## src/rtl/mem_bridge_pkg.sv

```systemverilog
// Shared constants for the CPU-side memory bridge: widths, FSM state codes
// and the bit positions of the half/space bits in the backend address.
package mem_bridge_pkg;

    localparam int ADDR_W_DEF    = 20;
    localparam int SD_ADDR_W_DEF = 22;
    localparam int DATA_W        = 16;
    localparam int INSTR_W       = 32;

    // Half-word select occupies the backend address LSB.
    localparam int HALF_BIT = 0;

    typedef logic [2:0] state_t;

    localparam state_t ST_IDLE  = 3'd0;
    localparam state_t ST_WR    = 3'd1;
    localparam state_t ST_RD    = 3'd2;
    localparam state_t ST_IF_LO = 3'd3;
    localparam state_t ST_IF_HI = 3'd4;
    localparam state_t ST_HOLD  = 3'd5;

    // Space bit sits directly above the word address, which sits above the half bit.
    function automatic int space_bit_pos(input int addr_w);
        return addr_w + HALF_BIT + 1;
    endfunction

endpackage

```

## src/rtl/mem_bridge.sv

```systemverilog
// Bridge between the CPU core's level-signalled memory requests and a
// 16-bit request/acknowledge SDRAM-controller port. 32-bit instruction
// fetches are split into two 16-bit backend reads (low half first).
module mem_bridge
    import mem_bridge_pkg::*;
#(
    parameter int ADDR_W    = ADDR_W_DEF,
    parameter int SD_ADDR_W = SD_ADDR_W_DEF
) (
    input  logic                 clk,
    input  logic                 rst,
    input  logic [ADDR_W-1:0]    addr,
    input  logic [DATA_W-1:0]    wdata,
    input  logic                 ram_read,
    input  logic                 ram_write,
    input  logic                 ram_instr_access,
    input  logic                 ram_read_done,
    output logic [DATA_W-1:0]    mem_rdata,
    output logic [INSTR_W-1:0]   instr,
    output logic                 mem_busy,
    output logic                 mem_ready,
    output logic                 mem_cack,
    output logic [SD_ADDR_W-1:0] sd_addr,
    output logic                 sd_req,
    output logic                 sd_we,
    output logic [DATA_W-1:0]    sd_wdata,
    input  logic                 sd_ack,
    input  logic [DATA_W-1:0]    sd_rdata,
    input  logic                 sd_rvalid
);

    localparam int SPACE_BIT = space_bit_pos(ADDR_W);

    state_t               state_q, state_d;
    logic [ADDR_W-1:0]    addr_q, addr_d;
    logic [DATA_W-1:0]    wdata_q, wdata_d;
    logic                 space_q, space_d;
    logic                 half_q, half_d;
    logic                 req_q, req_d;
    logic                 we_q, we_d;
    logic                 cack_q, cack_d;
    logic                 busy_q, busy_d;
    logic                 ready_q, ready_d;
    logic [DATA_W-1:0]    rdata_q, rdata_d;
    logic [INSTR_W-1:0]   instr_q, instr_d;
    logic [SD_ADDR_W-1:0] sd_addr_s;

    // Next-state and datapath update for the transaction sequencer.
    always_comb begin
        state_d = state_q;
        addr_d  = addr_q;
        wdata_d = wdata_q;
        space_d = space_q;
        half_d  = half_q;
        req_d   = req_q;
        we_d    = we_q;
        cack_d  = 1'b0;
        busy_d  = busy_q;
        ready_d = ready_q;
        rdata_d = rdata_q;
        instr_d = instr_q;

        case (state_q)
            ST_IDLE: begin
                ready_d = 1'b0;
                if (ram_write) begin
                    // Write has priority; a concurrent read stays pending on the level input.
                    state_d = ST_WR;
                    addr_d  = addr;
                    wdata_d = wdata;
                    space_d = ram_instr_access;
                    half_d  = 1'b0;
                    req_d   = 1'b1;
                    we_d    = 1'b1;
                    cack_d  = 1'b1;
                    busy_d  = 1'b1;
                end else if (ram_read) begin
                    state_d = ram_instr_access ? ST_IF_LO : ST_RD;
                    addr_d  = addr;
                    space_d = ram_instr_access;
                    half_d  = 1'b0;
                    req_d   = 1'b1;
                    we_d    = 1'b0;
                    cack_d  = 1'b1;
                    busy_d  = 1'b1;
                end else begin
                    state_d = ST_IDLE;
                end
            end

            ST_WR: begin
                if (req_q) begin
                    if (sd_ack) begin
                        req_d   = 1'b0;
                        we_d    = 1'b0;
                        ready_d = 1'b1;
                        busy_d  = 1'b0;
                    end else begin
                        req_d = 1'b1;
                    end
                end else begin
                    // Ready-pulse cycle: the core sees completion and can drop ram_write
                    // before IDLE samples the request lines again.
                    ready_d = 1'b0;
                    state_d = ST_IDLE;
                end
            end

            ST_RD: begin
                if (sd_ack) begin
                    req_d = 1'b0;
                end else begin
                    req_d = req_q;
                end
                if (sd_rvalid) begin
                    rdata_d = sd_rdata;
                    req_d   = 1'b0;
                    ready_d = 1'b1;
                    busy_d  = 1'b0;
                    state_d = ST_HOLD;
                end else begin
                    state_d = ST_RD;
                end
            end

            ST_IF_LO: begin
                if (sd_ack) begin
                    req_d = 1'b0;
                end else begin
                    req_d = req_q;
                end
                if (sd_rvalid) begin
                    // Low half arrived: immediately issue the high-half request.
                    instr_d[DATA_W-1:0] = sd_rdata;
                    req_d   = 1'b1;
                    half_d  = 1'b1;
                    state_d = ST_IF_HI;
                end else begin
                    state_d = ST_IF_LO;
                end
            end

            ST_IF_HI: begin
                if (sd_ack) begin
                    req_d = 1'b0;
                end else begin
                    req_d = req_q;
                end
                if (sd_rvalid) begin
                    instr_d[INSTR_W-1:DATA_W] = sd_rdata;
                    req_d   = 1'b0;
                    ready_d = 1'b1;
                    busy_d  = 1'b0;
                    state_d = ST_HOLD;
                end else begin
                    state_d = ST_IF_HI;
                end
            end

            ST_HOLD: begin
                if (ram_read_done || !ram_read) begin
                    ready_d = 1'b0;
                    state_d = ST_IDLE;
                end else begin
                    ready_d = 1'b1;
                end
            end

            default: begin
                state_d = ST_IDLE;
                req_d   = 1'b0;
                we_d    = 1'b0;
                busy_d  = 1'b0;
                ready_d = 1'b0;
            end
        endcase
    end

    // State and output registers with synchronous reset.
    always_ff @(posedge clk) begin
        if (rst) begin
            state_q <= ST_IDLE;
            addr_q  <= '0;
            wdata_q <= '0;
            space_q <= 1'b0;
            half_q  <= 1'b0;
            req_q   <= 1'b0;
            we_q    <= 1'b0;
            cack_q  <= 1'b0;
            busy_q  <= 1'b0;
            ready_q <= 1'b0;
            rdata_q <= '0;
            instr_q <= '0;
        end else begin
            state_q <= state_d;
            addr_q  <= addr_d;
            wdata_q <= wdata_d;
            space_q <= space_d;
            half_q  <= half_d;
            req_q   <= req_d;
            we_q    <= we_d;
            cack_q  <= cack_d;
            busy_q  <= busy_d;
            ready_q <= ready_d;
            rdata_q <= rdata_d;
            instr_q <= instr_d;
        end
    end

    // Backend address assembly; the half bit is its own field, so no carry reaches the space bit.
    always_comb begin
        sd_addr_s                            = '0;
        sd_addr_s[HALF_BIT]                  = half_q;
        sd_addr_s[HALF_BIT+ADDR_W:HALF_BIT+1] = addr_q;
        sd_addr_s[SPACE_BIT]                 = space_q;
    end

    assign sd_addr   = sd_addr_s;
    assign sd_req    = req_q;
    assign sd_we     = we_q;
    assign sd_wdata  = wdata_q;
    assign mem_cack  = cack_q;
    assign mem_busy  = busy_q;
    assign mem_ready = ready_q;
    assign mem_rdata = rdata_q;
    assign instr     = instr_q;

endmodule

```

## config.mk

```make
export PLATFORM = sky130hd
export DESIGN_NAME = mem_bridge
export DESIGN_NICKNAME = d
export VERILOG_FILES = /design/src/rtl/mem_bridge_pkg.sv /design/src/rtl/mem_bridge.sv
export SDC_FILE = /design/constraint.sdc
export NUM_CORES = 1
export LEC_CHECK = 0
export BUFFER_PORTS_ARGS = -buffer_cell sky130_fd_sc_hd__buf_2
export CELL_PAD_IN_SITES_DETAIL_PLACEMENT = 1
export CELL_PAD_IN_SITES_GLOBAL_PLACEMENT = 1
export CORE_ASPECT_RATIO = 0.5
export CORE_MARGIN = 4
export CORE_UTILIZATION = 36
export DETAILED_ROUTE_END_ITERATION = 7
export HOLD_SLACK_MARGIN = 0.03
export PLACE_DENSITY_LB_ADDON = 0.12
export REMOVE_ABC_BUFFERS = 1
export SLEW_MARGIN = 5
export SYNTH_ARGS = -nofsm -noshare
export SYNTH_HDL_FRONTEND = slang
export SYNTH_SLANG_ARGS = --single-unit
```

## constraint.sdc

```tcl
create_clock -name clk -period 2.9 [get_ports clk]
set_input_delay 0.725 -clock clk [delete_from_list [all_inputs] [get_ports clk]]
set_output_delay 0.725 -clock clk [all_outputs]
set_load 0.01 [all_outputs]
```

==> results of run 1 <==
==> power by group through the flow <==
stage               Clock, uW  Sequential [uW]  Combinational [uW]
finish                   1360             1410                 369
detailed placement          0             1440                 377
CTS                      1400             1410                 378
global placement            0             1440                 372
floorplan                   0             1470                 152
global route             1470             1420                 415
==> worst max-delay path by stage <==
stage,to,slack [ps],cells past startpoint
after floorplan,mem_ready,1300,4
after global placement,mem_rdata[2],900,5
after detailed placement,mem_rdata[1],850,5
after CTS,instr[3],870,4
after global routing,instr[1],640,4
final,instr[9],870,4
==> layout by cell type (no fill, tap or decap), types with 2 or more instances in the layout <==
cell type / Yosys / final
a21oi_1: 73 / 73
a22o_1: 21 / 21
a31oi_1: 2 / 2
buf_2: 11 / 150
buf_4: 7 / 5
bufinv_16: 0 / 3
clkbuf_16: 0 / 9
dfxtp_1: 94 / 94
inv_1: 4 / 4
nand2_1: 131 / 131
nand2b_1: 5 / 5
nand3_1: 2 / 2
nor2_1: 3 / 3
nor2_2: 3 / 3
nor2b_1: 2 / 2
nor3_1: 2 / 2
nor3_4: 2 / 2
nor4_1: 3 / 3
o21ai_0: 3 / 3
o21ai_2: 2 / 2
or2_1: 2 / 2
==> kinds of logic (layout without fill, tap and decap cells) <==
| kind of cell | Yosys count | count (layout) |
|---|---|---|
| compound gates | 112 | 112 |
| mux | 1 | 1 |
| buf+inv | 37 | 174 |
| flops | 94 | 94 |
| simple gates | 161 | 161 |
==> state kept, by name, indices dropped and copies added (netlist names) <==
signal and count:
state_q 3, sd_req 1, space_q 1, sd_we 1
mem_busy 1, addr_q 20, instr 32, mem_rdata 16
sd_wdata 16, mem_cack 1, half_q 1, mem_ready 1
==> stage by stage <==
stage	std cells	area [sq um]	total power (uW)	setup slack, ps	utilization [%]
final	677	4600	3150	874	48.7
after global routing	677	4600	3310	641	48.7
after CTS	677	4600	3190	865	48.7
after detailed placement	662	4260	1820	846	45.1
after global placement	662	4260	1810	896	45.1
after floorplan	372	3300	1620	1300	-
==> per-layer routing <==
layer / up-vias / wire (microns) / GRT usage (%)
met5: - / 0 / 0
met4: 0 / 87 / 4.18
met3: 8 / 869 / 8.28
met2: 98 / 4470 / 28.9
met1: 1533 / 4680 / 22.2
li1: 1619 / - / -
==> tightest hold or removal path: cells and delay by family (launching register included) <==
kind	cells	cell delay, ps
flip-flops	1	310
AO/OA/AOI/OAI	1	50
AND/OR/NAND/NOR	1	50
==> layout make-up <==
cell class | instances | area [sq um]
inverter | 4 | 15.0
multi-input combinational | 274 | 1400
timing repair buffer | 155 | 788
fill | 1173 | 4840
tap | 135 | 169
sequential | 94 | 1880
clock buffer | 10 | 239
clock inverter | 5 | 106
==> results.toml, run 1 <==
[status]
outcome = "finished clean"

[sta]
slew_violations = 0
slew_headroom_pct = 48.1
rsz0062_at_grt = "false"
tightest_slew_ps = 777
period_minus_slack_ps = 2030
min_period_over_period_pct = 69.9
finalSetupViolCount = 0
setup_tns_ps = 0
fmax_ghz = 0.493
fin_skew_ps = 5.27
hold_violations = 0
worst_hold_slack_ps = 452

[synthesis]
synth_top_area_share_pct = 53.8
synthTopCellsByArea = "dfxtp_1, nand2_1, a21oi_1"
synth_most_common_cell = "nand2_1"
synth_mux_area_share_pct = 0.286
synth_top_family_by_area = "simple AND/OR/NAND/NOR gates"
ys_warn_count = 0
synth_flop_cell = "dfxtp_1"
synth-simple-area-share_pct = 20.1
async_flop_share_pct = 0
yosysSeqAreaShare_pct = 53.8
synth_compound_area_share_pct = 19.8
syn_inst = 405
avgSynthCellArea_sq_um = 8.63
synth_xor_area_share_pct = 0
netlist_area_sq_mm = 0.00350
synth_top_area_cell = "dfxtp_1"
netlist_top_cells_count = "nand2_1, dfxtp_1, a21oi_1"
synth.distinct_cells = 41
synth_edf_count = 0
synth_seq_cells = 94
synthAdderAreaFrac_pct = 0

[power_and_ir_drop]
vdd.ir_drop.worst_mv = 0.319
switching_share_pct = 24.3
power_density_mw_per_mm2 = 684
p_switching_uw = 764
p_int_uw = 2380
power.leakage_uw = 0.00206
power_frac_seq_pct = 44.9
pwr-share-comb_pct = 11.7
p_clk_share_pct = 43.3

[cells_and_area]
diodes = 0
finalNetCount = 598
area_growth_pct = 31.7
drive_above_1_share_pct = 33.8

[clocking]
cts_buffers = 9
cts.htree.levels = 3
post-cts-setup-buffers = 0
root_buffer = "clkbuf_16"
cts_tree = "yes"
cts_sinks = 94
clk_latency_ps = 340
holdBufCountCts = 0
cts.clk_slew.worst_paths_ps = 60
clockBufferDepth = 2
cts_resized = 0

[critical_path]
endpoint_kind = "flip-flop"
r2r_cells = 4
slowest_stage = "dfxtp_1"
r2r-end = "instr[9]"
crit_buf_inv = 0
crit_path_start = "state_q[2]"
crit_chain = "nand2b_1 > or2_1 > nand2_1 > a21oi_1"
crit_path_start_kind = "flip-flop"
crit_type = "flip-flop to flip-flop"
critPathTopFamily = "simple AND/OR/NAND/NOR gates"
critical-path-max-stage-delay_ps = 830
crit_required_ps = 3160
r2r_start = "state_q[2]"
crit_fanout = 20
r2r_slack_ps = 870
worstPathArrival_ps = 2290

[drt]
routed_wl_mm = 10.1
dr.pass1.iters = 4
wire_per_inst_microns = 14.9
vias_per_cell = 4.81
drt_iter0_drc = 108
ant_nets = 0
num_vias = 3258
post-route-drc-count = 0

[hold_path]
hold_depth = 2
min_to = "sd_wdata[2]"
hp-start = "sd_wdata[2]"
min_path_type = "flip-flop to flip-flop"

[die]
die_y_microns = 77.7
fp.dieArea_sq_mm = 0.0114
coreArea_sq_mm = 0.00945
start_util_pct = 37.0
die_w_microns = 147
rows = 25
ios = 151

[grt]
overflow = 0
grt_pass1_wl_mm = 16.5
grt_util_all_layers_pct = 18.0
first_global_vias = 3309
antenna_found_initial = 0
grt_max_degree = 42

[placement]
dpl.hpwl_mm = 7.18
port_buffers = 150
gp_congestion = 0.741

[job]
maxCapViolCount = 0
Power figures use the tool's default switching activity.
==> run 2: changes to the inputs <==
- ABC_AREA: not set -> 1
- CORE_UTILIZATION: 36 -> 30
- clock period: 2.9 -> 1.8 ns (I/O delays scaled with it)
==> run 2 against run 1 <==
Compared with the run above: non-clock buffer count is 4 higher; utilization is 7.2 points lower; flip-flop and latch count stayed put; final cell count is 13% higher; combinational power is 93% higher; wire length is 11% higher; clock-buffer cell count is 1 higher; clock skew is 4.6 ps higher; register-to-register slack worse by 630 ps; critical path depth stayed put; design area is 2.4% higher; critical endpoint is now instr[11].
==> results.toml, run 2 <==
[hold_path]
hold_depth = 3
min_path_type = "input port to flip-flop"
min_to = "addr_q[13]"
hp-start = "addr[13]"

[die]
rows = 27
die_w_microns = 163
ios = 151
die_y_microns = 85.4
start_util_pct = 31.7
coreArea_sq_mm = 0.0114
fp.dieArea_sq_mm = 0.0139

[synthesis]
synth_edf_count = 0
syn_inst = 461
synth.distinct_cells = 24
synth_flop_cell = "dfxtp_1"
ys_warn_count = 0
synth_top_area_share_pct = 52.3
yosysSeqAreaShare_pct = 52.3
synthTopCellsByArea = "dfxtp_1, nand2_1, nand3_1"
synth_most_common_cell = "nand2_1"
async_flop_share_pct = 0
netlist_top_cells_count = "nand2_1, dfxtp_1, nand3_1"
netlist_area_sq_mm = 0.00360
avgSynthCellArea_sq_um = 7.81
synth_top_area_cell = "dfxtp_1"
synth_seq_cells = 94

[sta]
fmax_ghz = 0.641
min_period_over_period_pct = 86.7
fin_skew_ps = 9.90
hold_violations = 0
slew_violations = 0
worst_hold_slack_ps = 298
rsz0062_at_grt = "false"
tightest_slew_ps = 583
slew_headroom_pct = 61.1
setup_tns_ps = 0
period_minus_slack_ps = 1560
finalSetupViolCount = 0

[drt]
wire_per_inst_microns = 14.6
vias_per_cell = 4.62
routed_wl_mm = 11.2
num_vias = 3540
wl_met2_mm = 4.97
post-route-drc-count = 0
top_layer = "met4"
ant_nets = 0
wl_met1_mm = 5.24
drt_iter0_drc = 110
wl_met3_microns = 887
dr.pass1.iters = 4

[clocking]
cts_buffers = 9
cts.htree.levels = 3
holdBufCountCts = 0
cts.clk_slew.worst_paths_ps = 70
clk_latency_ps = 340
cts_resized = 0
clockBufferDepth = 2
post-cts-setup-buffers = 0
root_buffer = "clkbuf_16"
cts_sinks = 94
cts_tree = "yes"

[critical_path]
r2r_cells = 4
slowest_stage = "dfxtp_1"
crit_type = "flip-flop to flip-flop"
crit_required_ps = 2060
r2r_start = "state_q[0]"
critPathTopFamily = "flip-flops"
crit_chain = "nand4_4 > inv_2 > nand2_1 > a21oi_1"
worstPathArrival_ps = 1820
crit_fanout = 17
r2r_slack_ps = 240
r2r-end = "instr[11]"
endpoint_kind = "flip-flop"
crit_path_start_kind = "flip-flop"
crit_buf_inv = 1
critical-path-max-stage-delay_ps = 580

[job]
maxCapViolCount = 0

[status]
outcome = "finished clean"

[cells_and_area]
area_growth_pct = 31.0
finalNetCount = 662
seq_area_sq_mm = 0.00188
fillers = 1465
diodes = 0
final_common_cell = "buf_2"
drive_above_1_share_pct = 31.1
largest_reg_flops = 32
multi_input_area_sq_mm = 0.00145
layout_common_cells = "buf_2, nand2_1, dfxtp_1"

[placement]
port_buffers = 150
gp_congestion = 0.760
dpl.hpwl_mm = 8.17

[power_and_ir_drop]
vdd.ir_drop.worst_mv = 0.593
power.leakage_uw = 0.00225
power_density_mw_per_mm2 = 1020

[grt]
grt_max_degree = 54
overflow = 0
grt_util_all_layers_pct = 16.3
grt_pass1_wl_mm = 18.5
first_global_vias = 3656
antenna_found_initial = 0
[run 2: layout make-up]
| class | count | area share (%) |
|---|---|---|
| Sequential cell | 94 | 39.9 |
| Multi-Input combinational cell | 320 | 30.8 |
| Timing Repair Buffer | 159 | 17.4 |
| Clock buffer | 11 | 5.15 |
| Tap cell | 159 | 4.22 |
| Inverter | 18 | 1.65 |
| Clock inverter | 5 | 0.903 |
[run 2: through the flow]
stage          util, %  area (sq um)  cells  setup slack [ps]  total power, uW
6_report          41.5          4710    766               239             4820
5_1_grt           41.5          4710    766              77.8             5110
4_1_cts           41.5          4710    766               242             4930
3_5_place_dp      39.0          4430    750               251             3070
3_3_place_gp      39.0          4430    750               279             3060
2_1_floorplan        -          3410    432               285             2700
[run 2: per-layer routing]
metal / vias to the layer above / track usage [%]
met1: 1653 / 20.1
met2: 88 / 27.4
met5: - / 0
met4: 0 / 2.89
li1: 1790 / -
met3: 9 / 6.65
[run 2: worst max path at each step]
stage          startpoint         to  slack (ps)  cells after the start
2_1_floorplan         rst  addr_q[0]         280                      5
3_3_place_gp    sd_rvalid   instr[5]         280                      5
3_5_place_dp    sd_rvalid  instr[10]         250                      5
4_1_cts        state_q[0]   instr[1]         240                      4
5_1_grt        state_q[0]  instr[11]          80                      4
6_report       state_q[0]  instr[11]         240                      4
[run 2: worst reg2reg max path, stage by stage (launching register included)]
cell	delay, ps
dfxtp_1	580
nand4_4	310
inv_2	370
nand2_1	90
a21oi_1	140
[run 2: power by group]
group          internal [uW]  leakage [uW]  switching, uW
logic                    263       0.00135            452
clock network            988      0.000136            828
registers               2210      0.000766           80.5
[run 2: cell families (layout without fill, tap and decap cells)]
family,after synthesis,in the layout,synth area share [%]
AO/OA/AOI/OAI,76,76,10.7
AND/OR/NAND/NOR,244,244,29.7
buffers and inverters,47,193,7.37
flip-flops,94,94,52.3
